**src/rtl/fetch_redirect_ctrl.sv**
```systemverilog
// Front-end redirect arbiter: picks ROB flush / execute mispredict / decode jump,
// holds the winner on branch/branch_loc until fetch takes it, then drains fetch.
// Optional per-source accepted-redirect counters under REDIRECT_PERF_EN.
module fetch_redirect_ctrl #(
  parameter int XLEN         = 32,
  parameter int EPOCH_W      = 2,
  parameter int DRAIN_CYCLES = 2
) (
  input  logic               clk,
  input  logic               reset,
  input  logic               rob_flush_valid,
  input  logic [XLEN-1:0]    rob_flush_pc,
  input  logic               ex_redir_valid,
  input  logic [XLEN-1:0]    ex_redir_pc,
  input  logic [EPOCH_W-1:0] ex_redir_epoch,
  input  logic               dec_redir_valid,
  input  logic [XLEN-1:0]    dec_redir_pc,
  input  logic [EPOCH_W-1:0] dec_redir_epoch,
  input  logic               fetch_ready,
  output logic               branch,
  output logic [XLEN-1:0]    branch_loc,
  output logic               kill_frontend,
  output logic               hold_fetch,
  output logic [EPOCH_W-1:0] cur_epoch,
  output logic               busy
`ifdef REDIRECT_PERF_EN
  ,
  output logic [31:0]        perf_rob_cnt,
  output logic [31:0]        perf_ex_cnt,
  output logic [31:0]        perf_dec_cnt
`endif
);

  localparam int CNT_W = (DRAIN_CYCLES < 2) ? 1 : $clog2(DRAIN_CYCLES + 1);
  localparam logic [CNT_W-1:0] DRAIN_INIT = CNT_W'(DRAIN_CYCLES);

  typedef enum logic [1:0] {IDLE, PEND, DRAIN} state_t;
  // Encoding doubles as priority: a larger value wins.
  typedef enum logic [1:0] {SRC_NONE = 2'd0, SRC_DEC = 2'd1, SRC_EX = 2'd2, SRC_ROB = 2'd3} src_t;

  state_t             state, state_nx;
  src_t               pend_src, pend_src_nx, req_src;
  logic [XLEN-1:0]    pend_pc_nx, req_pc;
  logic [EPOCH_W-1:0] epoch_nx;
  logic [CNT_W-1:0]   cnt, cnt_nx;
  logic               accept;

  always_comb begin
    req_src = SRC_NONE;
    req_pc  = '0;
    if (rob_flush_valid) begin
      req_src = SRC_ROB;
      req_pc  = rob_flush_pc;
    end else if (ex_redir_valid && (ex_redir_epoch == cur_epoch)) begin
      req_src = SRC_EX;
      req_pc  = ex_redir_pc;
    end else if (dec_redir_valid && (dec_redir_epoch == cur_epoch)) begin
      req_src = SRC_DEC;
      req_pc  = dec_redir_pc;
    end
  end

  assign accept        = (state == PEND) && fetch_ready;
  assign kill_frontend = accept;

  always_comb begin
    state_nx    = state;
    pend_src_nx = pend_src;
    pend_pc_nx  = branch_loc;
    epoch_nx    = cur_epoch;
    cnt_nx      = cnt;
    case (state)
      IDLE: begin
        if (req_src != SRC_NONE) begin
          state_nx    = PEND;
          pend_src_nx = req_src;
          pend_pc_nx  = req_pc;
        end
      end
      PEND: begin
        if (fetch_ready) begin
          epoch_nx = cur_epoch + EPOCH_W'(1);
          // Same-cycle ex/dec requests carry the old epoch and die; a flush survives.
          if (rob_flush_valid) begin
            state_nx    = PEND;
            pend_src_nx = SRC_ROB;
            pend_pc_nx  = rob_flush_pc;
          end else if (DRAIN_CYCLES == 0) begin
            state_nx    = IDLE;
            pend_src_nx = SRC_NONE;
          end else begin
            state_nx    = DRAIN;
            pend_src_nx = SRC_NONE;
            cnt_nx      = DRAIN_INIT;
          end
        end else if (req_src > pend_src) begin
          pend_src_nx = req_src;
          pend_pc_nx  = req_pc;
        end
      end
      DRAIN: begin
        if (req_src != SRC_NONE) begin
          state_nx    = PEND;
          pend_src_nx = req_src;
          pend_pc_nx  = req_pc;
          cnt_nx      = '0;
        end else if (cnt <= CNT_W'(1)) begin
          state_nx = IDLE;
          cnt_nx   = '0;
        end else begin
          cnt_nx = cnt - CNT_W'(1);
        end
      end
      default: begin
        state_nx    = IDLE;
        pend_src_nx = SRC_NONE;
        cnt_nx      = '0;
      end
    endcase
  end

  // Outputs are registered from the next-state decode so they line up with state.
  always_ff @(posedge clk or negedge reset) begin
    if (!reset) begin
      state      <= IDLE;
      pend_src   <= SRC_NONE;
      branch_loc <= '0;
      cur_epoch  <= '0;
      cnt        <= '0;
      branch     <= 1'b0;
      hold_fetch <= 1'b0;
      busy       <= 1'b0;
    end else begin
      state      <= state_nx;
      pend_src   <= pend_src_nx;
      branch_loc <= pend_pc_nx;
      cur_epoch  <= epoch_nx;
      cnt        <= cnt_nx;
      branch     <= (state_nx == PEND);
      hold_fetch <= (state_nx == DRAIN);
      busy       <= (state_nx != IDLE);
    end
  end

`ifdef REDIRECT_PERF_EN
  always_ff @(posedge clk or negedge reset) begin
    if (!reset) begin
      perf_rob_cnt <= '0;
      perf_ex_cnt  <= '0;
      perf_dec_cnt <= '0;
    end else if (accept) begin
      case (pend_src)
        SRC_ROB: if (perf_rob_cnt != 32'hFFFF_FFFF) perf_rob_cnt <= perf_rob_cnt + 32'd1;
        SRC_EX:  if (perf_ex_cnt  != 32'hFFFF_FFFF) perf_ex_cnt  <= perf_ex_cnt  + 32'd1;
        SRC_DEC: if (perf_dec_cnt != 32'hFFFF_FFFF) perf_dec_cnt <= perf_dec_cnt + 32'd1;
        default: ;
      endcase
    end
  end
`endif

endmodule

```
**config.mk**
```make
export PLATFORM = sky130hd
export DESIGN_NAME = fetch_redirect_ctrl
export DESIGN_NICKNAME = d
export VERILOG_FILES = /design/src/rtl/fetch_redirect_ctrl.sv
export SDC_FILE = /design/constraint.sdc
export NUM_CORES = 1
export LEC_CHECK = 0
export CAP_MARGIN = 5
export CORE_MARGIN = 2
export CORE_UTILIZATION = 43
export CTS_BUF_LIST = sky130_fd_sc_hd__clkbuf_2 sky130_fd_sc_hd__clkbuf_4 sky130_fd_sc_hd__clkbuf_8
export DETAILED_ROUTE_END_ITERATION = 6
export MAX_ROUTING_LAYER = met4
export PLACE_DENSITY_LB_ADDON = 0.2
export SETUP_SLACK_MARGIN = 0.05
export SLEW_MARGIN = 20
export SYNTH_ARGS = -nofsm -noshare
export SYNTH_HDL_FRONTEND = slang
export SYNTH_SLANG_ARGS = --single-unit
```
**constraint.sdc**
```tcl
create_clock -name clk -period 7.1 [get_ports clk]
set_clock_uncertainty 0.15 [all_clocks]
set_input_delay 1.775 -clock clk [delete_from_list [all_inputs] [get_ports clk]]
set_output_delay 1.775 -clock clk [all_outputs]
set_load 0.03 [all_outputs]
```
==> impl_metrics.csv <==
group,metric,value,unit
routing,drt_iter0_drc,112,
synthesis,netlist.top_cell.by_area,"dfrtp_1",
clocking,cts_hold_buffers,0,
cells_and_area,area_growth,59.5,%
place,place_area,3970,sq um
pwr,vdd_drop_max,0.000218,V
routing,wl,7.32,mm
grt,grt_pass1_vias,2272,
pwr,power,1.61,mW
place,finalWeightedCongestion,0.825,
clocking,cts_buffers,5,
synthesis,synth_nets,330,
cells_and_area,final_common_cell,"clkdlybuf4s50_1",
synthesis,syn_avg_cell_area,11.7,sq um
worst_hold_path,hold_path.class,"register to register",
clocking,post_cts_buffers,0,
routing,vias_per_cell,5.50,
critical_path,cp_data_arrival_time,3.34,ns
clocking,cts_tree,"built",
clocking,cts_htree_levels,2,
cells_and_area,finalInstanceArea,4080,sq um
critical_path,crit_type,"input port to primary output",
timing,period_needed,5.27,ns
cells_and_area,stdcell_count,428,
cells_and_area,drive_above_1_share,13.3,%
die,pin_count,144,
place,hpwl,5.40,mm
cells_and_area,n_antenna_cell,0,
routing,wl_per_cell,17.1,um
cells_and_area,fin_util,70.1,%
cells_and_area,multi_input_area,1340,sq um
timing,drv_slew,0,
grt,grt_overflow,0,
cells_and_area,layout.nets,466,
routing,drc,0,
clocking,clk-insertion-delay-late,0.29,ns
critical_path,startpoint_type,"input port",
die,die_w,81.1,um
die,fp-row-count,28,
place,io_buffer_count,143,
die,die_h,81.1,um
outcome,status,"complete, no violations",
grt,use_met3,5.56,%
pwr,power_leakage,1.80,nW
grt,use_met2,37.6,%
synthesis,synth_seq_cells,43,
timing,rsz0062_at_grt,"no",
grt,grtUsageTotal,22.5,%
timing,period_share,74.2,%
cells_and_area,final_cell_mix,"142 x clkdlybuf4s50_1, 43 x dfrtp_1, 33 x and3_1, 32 x a221o_1, 26 x mux2_2",
clocking,cts_sinks,43,
clocking,cts-root-buf,"clkbuf_8",
timing,finalSetupViolCount,0,
die,initial_utilization,43.9,%
timing,slew_headroom,29.6,%
routing,num_vias,2356,
cells_and_area,regArea,1080,sq um
synthesis,ys_seq_area_share,42.1,%
critical_path,end_kind,"primary output",
place,dp.cells,421,
grt,antenna_found_initial,0,
synthesis,synth_edf_count,0,
synthesis,synth_top_cells_by_area,"dfrtp_1 42%, a221o_1 13%, mux2_2 11%, and3_1 8.1%, mux2_4 4.1%",
clocking,cts_buffer_depth,2,
synthesis,synth_top_area_share,42.1,%
routing,drt.antenna.violating_nets,0,
clocking,cts-resized-gates,0,
grt,top_usage_layer,"met2",
grt,grt_pass1_wl,10.9,mm
synthesis,syn_area,2550,sq um
synthesis,synthArstFlopShare,100,%
die,die_area,6570,sq um
pwr,power_density,394,nW/um^2
flow_run,maxCapViolations,0,
grt,grt_use_met1,26.6,%
timing,worstMarginPinSlew,1.06,ns
synthesis,yosys.cell_types.count,34,
timing,final_hold_viol_count,0,
cells_and_area,fillers,472,
synthesis,yosysWarnings,0,
synthesis,synthCells,218,
synthesis,ys.flop_type,"dfrtp_1",
timing,tns,0,ns
die,core-area,5820,sq um
timing,max_freq,190,MHz
critical_path,critPathMaxFanout,6,
critical_path,required,5.18,ns
routing,dr.pass1.iters,4,
clocking,clkTransAtPathRegs,0.08,ns
grt,grt_max_degree,44,
==> worst max-delay path, stage by stage <==
cell and delay (ns):
clkdlybuf4s50_1 0.62, and2_1 0.25, clkdlybuf4s50_1 0.70
==> state kept, by name (all words and copies together) (netlist names) <==
name / flops
state: 2
hold_fetch: 1
busy: 1
cnt: 2
cur_epoch: 2
branch_loc: 32
branch: 1
pend_src: 2
==> area by class of cell <==
class,instances,share of cell area [%]
multi-input cells,153,32.8
inverters,5,0.460
repair buffers,146,36.2
flip-flops and latches,43,26.4
clock buffers,6,1.87
well taps,75,2.30
==> Yosys cell counts, types with 3 or more instances <==
cell type and number:
o21ai_0 3, dfrtp_1 43, and3_1 33, mux2_2 26, ha_1 6, nand2_1 6, buf_6 4, inv_1 5
clkbuf_1 7, mux2_4 7, nor2_1 6, buf_2 3, o2bb2ai_1 3, a221o_1 32, nand2b_1 3, a21oi_1 5
xnor2_1 5
==> final timing paths <==
kind	startpoint	cells past startpoint	slack [ns]	to
worst min register to register	pend_src[1]	1	0.35	pend_src[1]
min in group asynchronous	reset	1	1.49	branch_loc[8]
worst max register to register	cur_epoch[0]	11	3.45	branch_loc[1]
max in group asynchronous	reset	1	4.72	branch_loc[18]
worst min-delay path	pend_src[1]	1	0.35	pend_src[1]
worst max-delay path	fetch_ready	3	1.83	kill_frontend
==> where the power goes <==
part           internal, mW  switching [mW]  total, mW
clock network        0.0695          0.0796      0.149
registers             0.362          0.0696      0.432
logic                 0.506           0.518       1.02
==> layer usage <==
layer | up-vias | wire length, um
met4 | 0 | 127
li1 | 1106 | -
met2 | 118 | 3550
met1 | 1117 | 3020
met3 | 15 | 631
met5 | - | 0
==> cells by family after synthesis <==
group / synth area share [%]
compound gates: 17.8
xor+xnor: 2.06
fa+ha+maj: 2.94
buf+inv: 6.07
flops: 42.1
mux: 15.6
simple gates: 13.4
==> per-stage QoR <==
stage          worst slack [ns]  hold slack, ns
2_1_floorplan              2.94           0.306
3_3_place_gp               1.74           0.325
3_5_place_dp               1.61           0.327
4_1_cts                    1.86           0.349
5_1_grt                    1.75           0.366
6_report                   1.83           0.347
Power figures use the tool's default switching activity.
